==> config.mk <==
export PLATFORM = sky130hd
export DESIGN_NAME = uart_rx_axis_fifo
export DESIGN_NICKNAME = d
export VERILOG_FILES = /design/src/rtl/uart_rx_axis_fifo.sv
export SDC_FILE = /design/constraint.sdc
export NUM_CORES = 1
export LEC_CHECK = 0
export BUFFER_PORTS_ARGS = -buffer_cell sky130_fd_sc_hd__clkbuf_2
export CAP_MARGIN = 20
export CORE_ASPECT_RATIO = 1.4
export CORE_MARGIN = 10
export CORE_UTILIZATION = 35
export CTS_CLUSTER_SIZE = 10
export DETAILED_ROUTE_END_ITERATION = 12
export PLACE_DENSITY_LB_ADDON = 0.25
export SLEW_MARGIN = 10
export SYNTH_ARGS = -nofsm -noshare
export SYNTH_HDL_FRONTEND = slang
export SYNTH_SLANG_ARGS = --single-unit
==> constraint.sdc <==
create_clock -name aclk -period 9.9 [get_ports aclk]
set_input_delay 0 -clock aclk [delete_from_list [all_inputs] [get_ports aclk]]
set_output_delay 0 -clock aclk [all_outputs]
set_load 0.01 [all_outputs]
==> src/rtl/uart_rx_axis_fifo.sv <==
// uart_rx_axis_fifo: oversampled UART receiver with majority-vote bit recovery,
// break/frame/parity/overrun flagging, and a show-ahead FIFO drained over AXI-Stream.
module uart_rx_axis_fifo #(
    parameter int unsigned BIT_PER_WORD  = 8,
    parameter int unsigned PARITY_BIT    = 0,
    parameter int unsigned STOP_BITS_NUM = 1,
    parameter int unsigned OVERSAMPLE    = 16,
    parameter int unsigned DIV_W         = 16,
    parameter int unsigned FIFO_DEPTH    = 16
) (
    input  logic                            aclk,
    input  logic                            aresetn,
    input  logic [DIV_W-1:0]                baud_div,
    input  logic                            RX,
    output logic [BIT_PER_WORD-1:0]         tdata,
    output logic [3:0]                      tuser,
    output logic                            tvalid,
    input  logic                            tready,
    output logic [$clog2(FIFO_DEPTH+1)-1:0] fifo_count,
    output logic                            overrun
);

    localparam int unsigned PW   = $clog2(OVERSAMPLE);
    localparam int unsigned HALF = OVERSAMPLE / 2;
    localparam int unsigned BW   = $clog2(BIT_PER_WORD);
    localparam int unsigned AW   = $clog2(FIFO_DEPTH);
    localparam int unsigned CW   = $clog2(FIFO_DEPTH + 1);
    localparam int unsigned EW   = BIT_PER_WORD + 4;

    typedef enum logic [2:0] {
        IDLE,
        WAIT_HIGH,
        START,
        DATA,
        PARITY,
        STOP1,
        STOP2
    } state_t;

    // ------------------------------------------------------------------
    // Input synchroniser
    // ------------------------------------------------------------------
    logic rx_meta;
    logic rx_s;

    // Two-flop synchroniser; both stages reset to the idle level.
    always_ff @(posedge aclk) begin
        if (!aresetn) begin
            rx_meta <= 1'b1;
            rx_s    <= 1'b1;
        end else begin
            rx_meta <= RX;
            rx_s    <= rx_meta;
        end
    end

    // ------------------------------------------------------------------
    // Oversample tick generator
    // ------------------------------------------------------------------
    state_t           state;
    state_t           state_nxt;
    logic [DIV_W-1:0] tick_cnt;
    logic [DIV_W-1:0] div_q;
    logic [DIV_W-1:0] div_nxt;
    logic [DIV_W-1:0] div_eff;
    logic             tick;

    // Live divisor while idle; frozen copy while a frame is being received.
    assign div_eff = (state == IDLE) ? baud_div : div_q;
    assign tick    = (tick_cnt >= div_eff);

    // Free-running divider counter, wraps on every tick.
    always_ff @(posedge aclk) begin
        if (!aresetn) begin
            tick_cnt <= '0;
        end else if (tick) begin
            tick_cnt <= '0;
        end else begin
            tick_cnt <= tick_cnt + DIV_W'(1);
        end
    end

    // ------------------------------------------------------------------
    // Receive FSM
    // ------------------------------------------------------------------
    logic [PW-1:0]           lowcnt,   lowcnt_nxt;
    logic [PW-1:0]           phase,    phase_nxt;
    logic                    samp_ok,  samp_ok_nxt;
    logic                    s_early,  s_early_nxt;
    logic                    s_mid,    s_mid_nxt;
    logic [BW-1:0]           bitcnt,   bitcnt_nxt;
    logic [BIT_PER_WORD-1:0] shreg,    shreg_nxt;
    logic                    par_bit,  par_nxt;
    logic                    ferr,     ferr_nxt;
    logic                    all_zero, zero_nxt;

    logic                    in_frame;
    logic [PW-1:0]           phase_inc;
    logic                    bit_val;
    logic                    resolve;
    logic                    par_x;
    logic                    perr;
    logic                    push;
    logic [2:0]              push_flags;

    assign in_frame  = (state == DATA) || (state == PARITY) || (state == STOP1) || (state == STOP2);
    assign phase_inc = (phase == PW'(OVERSAMPLE - 1)) ? '0 : phase + PW'(1);
    // Majority of the samples one tick before, at, and one tick after the bit centre.
    assign bit_val   = (s_early & s_mid) | (s_early & rx_s) | (s_mid & rx_s);
    assign resolve   = tick && in_frame && samp_ok && (phase_inc == PW'(1));
    assign par_x     = (^shreg) ^ par_bit;
    assign perr      = (PARITY_BIT == 1) ? ~par_x : ((PARITY_BIT == 2) ? par_x : 1'b0);

    // State and datapath registers of the receiver.
    always_ff @(posedge aclk) begin
        if (!aresetn) begin
            state    <= IDLE;
            div_q    <= '0;
            lowcnt   <= '0;
            phase    <= '0;
            samp_ok  <= 1'b0;
            s_early  <= 1'b1;
            s_mid    <= 1'b1;
            bitcnt   <= '0;
            shreg    <= '0;
            par_bit  <= 1'b0;
            ferr     <= 1'b0;
            all_zero <= 1'b0;
        end else begin
            state    <= state_nxt;
            div_q    <= div_nxt;
            lowcnt   <= lowcnt_nxt;
            phase    <= phase_nxt;
            samp_ok  <= samp_ok_nxt;
            s_early  <= s_early_nxt;
            s_mid    <= s_mid_nxt;
            bitcnt   <= bitcnt_nxt;
            shreg    <= shreg_nxt;
            par_bit  <= par_nxt;
            ferr     <= ferr_nxt;
            all_zero <= zero_nxt;
        end
    end

    // Next-state, sampling and word-completion logic.
    always_comb begin
        state_nxt   = state;
        div_nxt     = div_q;
        lowcnt_nxt  = lowcnt;
        phase_nxt   = phase;
        samp_ok_nxt = samp_ok;
        s_early_nxt = s_early;
        s_mid_nxt   = s_mid;
        bitcnt_nxt  = bitcnt;
        shreg_nxt   = shreg;
        par_nxt     = par_bit;
        ferr_nxt    = ferr;
        zero_nxt    = all_zero;
        push        = 1'b0;
        push_flags  = 3'b000;

        if (tick && in_frame) begin
            phase_nxt = phase_inc;
            if (phase_inc == PW'(OVERSAMPLE - 1)) begin
                s_early_nxt = rx_s;
                samp_ok_nxt = 1'b1;
            end
            if (phase_inc == '0) begin
                s_mid_nxt = rx_s;
            end
        end

        case (state)
            IDLE: begin
                if (tick && !rx_s) begin
                    state_nxt  = START;
                    lowcnt_nxt = PW'(1);
                    div_nxt    = baud_div;
                end
            end
            START: begin
                if (tick) begin
                    if (rx_s) begin
                        state_nxt = IDLE;
                    end else begin
                        lowcnt_nxt = lowcnt + PW'(1);
                        if (lowcnt == PW'(HALF - 1)) begin
                            state_nxt   = DATA;
                            phase_nxt   = '0;
                            samp_ok_nxt = 1'b0;
                            bitcnt_nxt  = '0;
                            par_nxt     = 1'b0;
                            ferr_nxt    = 1'b0;
                            zero_nxt    = 1'b1;
                        end
                    end
                end
            end
            DATA: begin
                if (resolve) begin
                    samp_ok_nxt = 1'b0;
                    shreg_nxt   = {bit_val, shreg[BIT_PER_WORD-1:1]};
                    zero_nxt    = all_zero & ~bit_val;
                    if (bitcnt == BW'(BIT_PER_WORD - 1)) begin
                        bitcnt_nxt = '0;
                        state_nxt  = (PARITY_BIT != 0) ? PARITY : STOP1;
                    end else begin
                        bitcnt_nxt = bitcnt + BW'(1);
                    end
                end
            end
            PARITY: begin
                if (resolve) begin
                    samp_ok_nxt = 1'b0;
                    par_nxt     = bit_val;
                    zero_nxt    = all_zero & ~bit_val;
                    state_nxt   = STOP1;
                end
            end
            STOP1: begin
                if (resolve) begin
                    samp_ok_nxt = 1'b0;
                    if (STOP_BITS_NUM == 2) begin
                        ferr_nxt  = ~bit_val;
                        zero_nxt  = all_zero & ~bit_val;
                        state_nxt = STOP2;
                    end else begin
                        push       = 1'b1;
                        push_flags = {all_zero & ~bit_val, ~bit_val, perr};
                        state_nxt  = bit_val ? IDLE : WAIT_HIGH;
                    end
                end
            end
            STOP2: begin
                if (resolve) begin
                    samp_ok_nxt = 1'b0;
                    push        = 1'b1;
                    push_flags  = {all_zero & ~bit_val, ferr | ~bit_val, perr};
                    state_nxt   = (ferr | ~bit_val) ? WAIT_HIGH : IDLE;
                end
            end
            WAIT_HIGH: begin
                if (tick && rx_s) begin
                    state_nxt = IDLE;
                end
            end
            default: begin
                state_nxt = IDLE;
            end
        endcase
    end

    // ------------------------------------------------------------------
    // Show-ahead FIFO with overrun tracking
    // ------------------------------------------------------------------
    logic [EW-1:0] mem [0:FIFO_DEPTH-1];
    logic [AW-1:0] wptr;
    logic [AW-1:0] rptr;
    logic          sticky;
    logic          full;
    logic          pop;
    logic          accept;
    logic          drop;
    logic [EW-1:0] head;

    assign full   = (fifo_count == CW'(FIFO_DEPTH));
    assign tvalid = (fifo_count != '0);
    assign pop    = tvalid && tready;
    assign accept = push && (!full || pop);
    assign drop   = push && full && !pop;
    assign head   = mem[rptr];
    assign tdata  = tvalid ? head[BIT_PER_WORD-1:0] : '0;
    assign tuser  = tvalid ? head[EW-1:BIT_PER_WORD] : 4'b0000;

    // Storage array; the sticky drop flag rides along on the next accepted word.
    always_ff @(posedge aclk) begin
        if (aresetn && accept) begin
            mem[wptr] <= {sticky, push_flags, shreg};
        end
    end

    // Pointers, occupancy, sticky drop flag and overrun pulse.
    always_ff @(posedge aclk) begin
        if (!aresetn) begin
            wptr       <= '0;
            rptr       <= '0;
            fifo_count <= '0;
            sticky     <= 1'b0;
            overrun    <= 1'b0;
        end else begin
            overrun <= drop;
            if (accept) begin
                wptr <= wptr + AW'(1);
            end
            if (pop) begin
                rptr <= rptr + AW'(1);
            end
            case ({accept, pop})
                2'b10:   fifo_count <= fifo_count + CW'(1);
                2'b01:   fifo_count <= fifo_count - CW'(1);
                default: fifo_count <= fifo_count;
            endcase
            if (accept) begin
                sticky <= 1'b0;
            end else if (drop) begin
                sticky <= 1'b1;
            end
        end
    end

endmodule

==> results by group <==
Run status
  – Status: completed

Global routing
  – GR Overflow Total: 0
  – GRT Total Usage: 0.120
  – Initial antenna violation count: 0
  – Largest net degree at the start of global routing: 45
  – Number of global-route vias before repair: 6583
  – First-pass GRT wire length: around 37000 µm

Synthesis
  – Post-Synth XOR/XNOR Area: 0.0168
  – Synth Flop Type: edfxtp_1
  – Largest family of logic cells by synthesized area: multiplexers
  – Yosys warns: 0
  – Post-synth EDFFs: ~180
  – Flop and latch count out of synthesis: ~260
  – Synth Net Count: roughly 810
  – Avg Inst Size Synth: between 10 and 15 µm²
  – Synthesized instance count: roughly 760
  – Seq/Total Area, Yosys: 0.626
  – Post-Synth Adder-Cell Area: 0.0363
  – Ys async rst share: 0
  – Compound-cell area share of the yosys netlist: 0.0493
  – Netlist cell types: 66
  – Synth Area in Simple Gates: 0.105
  – Cell area after synthesis: approximately 11000 µm²
  – Mux cell area share after synthesis: 0.147

Setup path
  – Worst EP required: ~10000 ps
  – Crit end category: register
  – Setup CP Type: register to register
  – WP data arrival: ~4800 ps
  – Nature of the critical path startpoint: register
  – Worst Path Max Fanout: 19

Route
  – 1st-pass router iterations: 6
  – Drt total wl: 23300 µm
  – 1st-iter DRT viols: approximately 340
  – Wire length on met2: around 12000 µm
  – DR top layer: met4
  – Wire length on met1: around 9700 µm
  – Wirelength per Cell: around 19 µm
  – DR WL met3: approximately 1200 µm
  – Post-DRT Antenna Nets: 0
  – Via Count: 6272
  – Detailed-route vias per instance: between 5 and 6
  – DRC viols: 0

Timing
  – Max Slew Vio Count: 0
  – Clock skew: between 6 and 7 ps
  – RSZ-0062 raised after global routing: no
  – Setup WS post-layout: around 5300 ps
  – Min cycle time layout: around 4600 ps
  – Final hold vios: 0
  – Final setup viols: 0
  – Slew @ Worst Pin: 1010 ps
  – Maximum clock rate: around 220 MHz
  – Slew margin rel.: 0.323
  – TNS Setup: 0 ps
  – Fin crit share: 0.467

Floorplan
  – Horiz. Die Dim: approximately 170 µm
  – Total I/O pin count: 39
  – Core Rows: 76
  – Die area: 38900 µm²
  – Die Ht: 230 µm
  – Initial Util: 0.355
  – Core ar.: just over 30000 µm²

Clock network
  – CTS tree: done
  – Num Clock Sinks: 255
  – Htree depth: 1
  – Clock Path Buffers: 3
  – Reg clk slew, reported paths: roughly 60 ps
  – Total CTS buffers: 29
  – Setup bufs post-CTS: 0
  – Clk Latency, worst-skew pair: around 520 ps
  – Root buffer cell: clkbuf_16

Final layout
  – Register area: 6870 µm²
  – Area occupied by multi-input gates: approximately 3900 µm²
  – Fin nets: about 870
  – Cell area after layout: 12500 µm²
  – ANT cells: 0
  – Final std cells w/o fill: ~1200
  – Synth-to-Final Area Change: 14.3%
  – Layout cell share with drive strength beyond 1: 0.176
  – Fill cell count: 2838

Placement
  – # placed instances: between 1000 and 1500
  – DP Worst Slack: 5160 ps
  – Placed Area: between 10000 and 15000 µm²
  – Post-DP HPWL: around 15000 µm
  – Routability cong.: between 0.7 and 0.8
  – Buffers on Ports: 37

Flow run
  – Max Cap Viol: 0

Worst hold path
  – Hold crit path type: input port to register

Pwr
  – Pwr dens: 200 nW/µm²
  – Total chip power: between 2000 and 3000 µW
  – Leak: around 0.0042 µW
  – Max VDD drop: approximately 0.00013 V
-- cell families (layout without fill, tap and decap cells) --
family                   after synthesis  count (layout)
XOR/XNOR                              21              21
buffers and inverters                 53             127
flip-flops                           255             255
multiplexers                          92              92
AND/OR/NAND/NOR                      224             224
other                                  1               1
adder cells (fa/ha/maj)               32              32
AO/OA/AOI/OAI                         84              84
-- repair_timing --
item	CTS	global route
gates resized for setup	0	0
endpoints found under the hold margin	19	0
hold buffers	18	0
-- cell type report --
class	count	area share
inverter	14	0.00419
timing repair buffer	61	0.0327
clock buffer	52	0.0655
multi-input combinational	454	0.311
tap	390	0.0389
sequential	255	0.548
-- layer usage --
layer / track usage / up-vias
met5: 0 / -
met4: 0.0344 / 0
met3: 0.0243 / 33
met2: 0.208 / 122
met1: 0.146 / 3106
li1: - / 3011
-- registers in the layout, indices dropped and copies added (netlist names), 3 cells and up, named ones only --
name,flops
mem,176
div_q,16
tick_cnt,16
shreg,8
fifo_count,5
lowcnt,4
phase,4
rptr,4
wptr,4
bitcnt,3
state,3
-- cells in the mapped netlist (all sizes together) (2+ instances only) --
master / instances / area, µm²
clkbuf: 25 / 95.1
edfxtp: 176 / 5290
nand3: 27 / 140
o211ai: 3 / 22.5
a31oi: 7 / 43.8
nor2: 64 / 240
or4b: 3 / 30.0
nand2b: 8 / 50.1
nor3b: 2 / 15.0
and4: 2 / 17.5
a21boi: 2 / 15.0
nand2: 38 / 143
or2: 2 / 12.5
nor4: 7 / 43.8
o21ai: 28 / 148
and2: 29 / 181
nor3: 8 / 40.0
or3: 5 / 31.3
xor2: 11 / 96.3
a211o: 2 / 17.5
nand3b: 2 / 15.0
xnor2: 10 / 87.6
a21o: 3 / 22.5
mux4: 55 / 1240
a211oi: 4 / 30.0
buf: 14 / 76.3
or4: 3 / 30.0
a21oi: 18 / 93.8
o31a: 2 / 17.5
and3: 7 / 43.8
a31o: 4 / 35.0
mux2i: 36 / 360
dfxtp: 79 / 1580
ha: 31 / 388
nor2b: 7 / 43.8
inv: 14 / 52.6
nand4: 7 / 43.8
-- final timing paths --
kind | cells past startpoint | slack, ps | start | endpoint
hold reg to reg | 1 | 400 | rx_meta$_SDFF_PN1_ | rx_s$_SDFF_PN1_
setup / recovery | 11 | 5270 | state[1]$_SDFFE_PN0P_ | mem[12][1]$_DFFE_PP_
hold / removal | 2 | 160 | aresetn | s_early$_SDFFE_PN1P_
setup reg to reg | 11 | 5270 | state[1]$_SDFFE_PN0P_ | mem[12][1]$_DFFE_PP_
-- layout by cell type, fill, tap and decap left out, types with 13 or more instances in the layout --
cell type and instances:
clkbuf_16 29, nand2_1 38, o21ai_0 25, clkbuf_1 22, clkbuf_2 37, nand3_1 26
edfxtp_1 176, dfxtp_1 77, mux4_2 55, nor2_1 64, dlygate4sd3_1 18, and2_1 29
a21oi_1 17, inv_1 13, ha_1 31, mux2i_1 36
-- through the flow --
stage / hold slack (ps) / utilization
after floorplan: 101 / -
after global placement: 212 / 0.373
after detailed placement: 216 / 0.373
after CTS: 138 / 0.405
after global routing: 201 / 0.406
final: 156 / 0.406
-- power breakdown --
group / internal, µW / switching (µW)
Sequential: 1140 / 55.2
Combinational: 176 / 197
Clock: 552 / 386
-- worst max-delay path: stages (launching register included) --
cell	delay (ps)
dfxtp_1	720
nor3_2	70
buf_4	240
mux2i_1	150
ha_1	300
and4_1	240
a41oi_1	160
a31o_1	230
o21ai_1	450
nand3_1	290
or4_4	590
nor2_1	780
(Power assumes the default switching activity.)
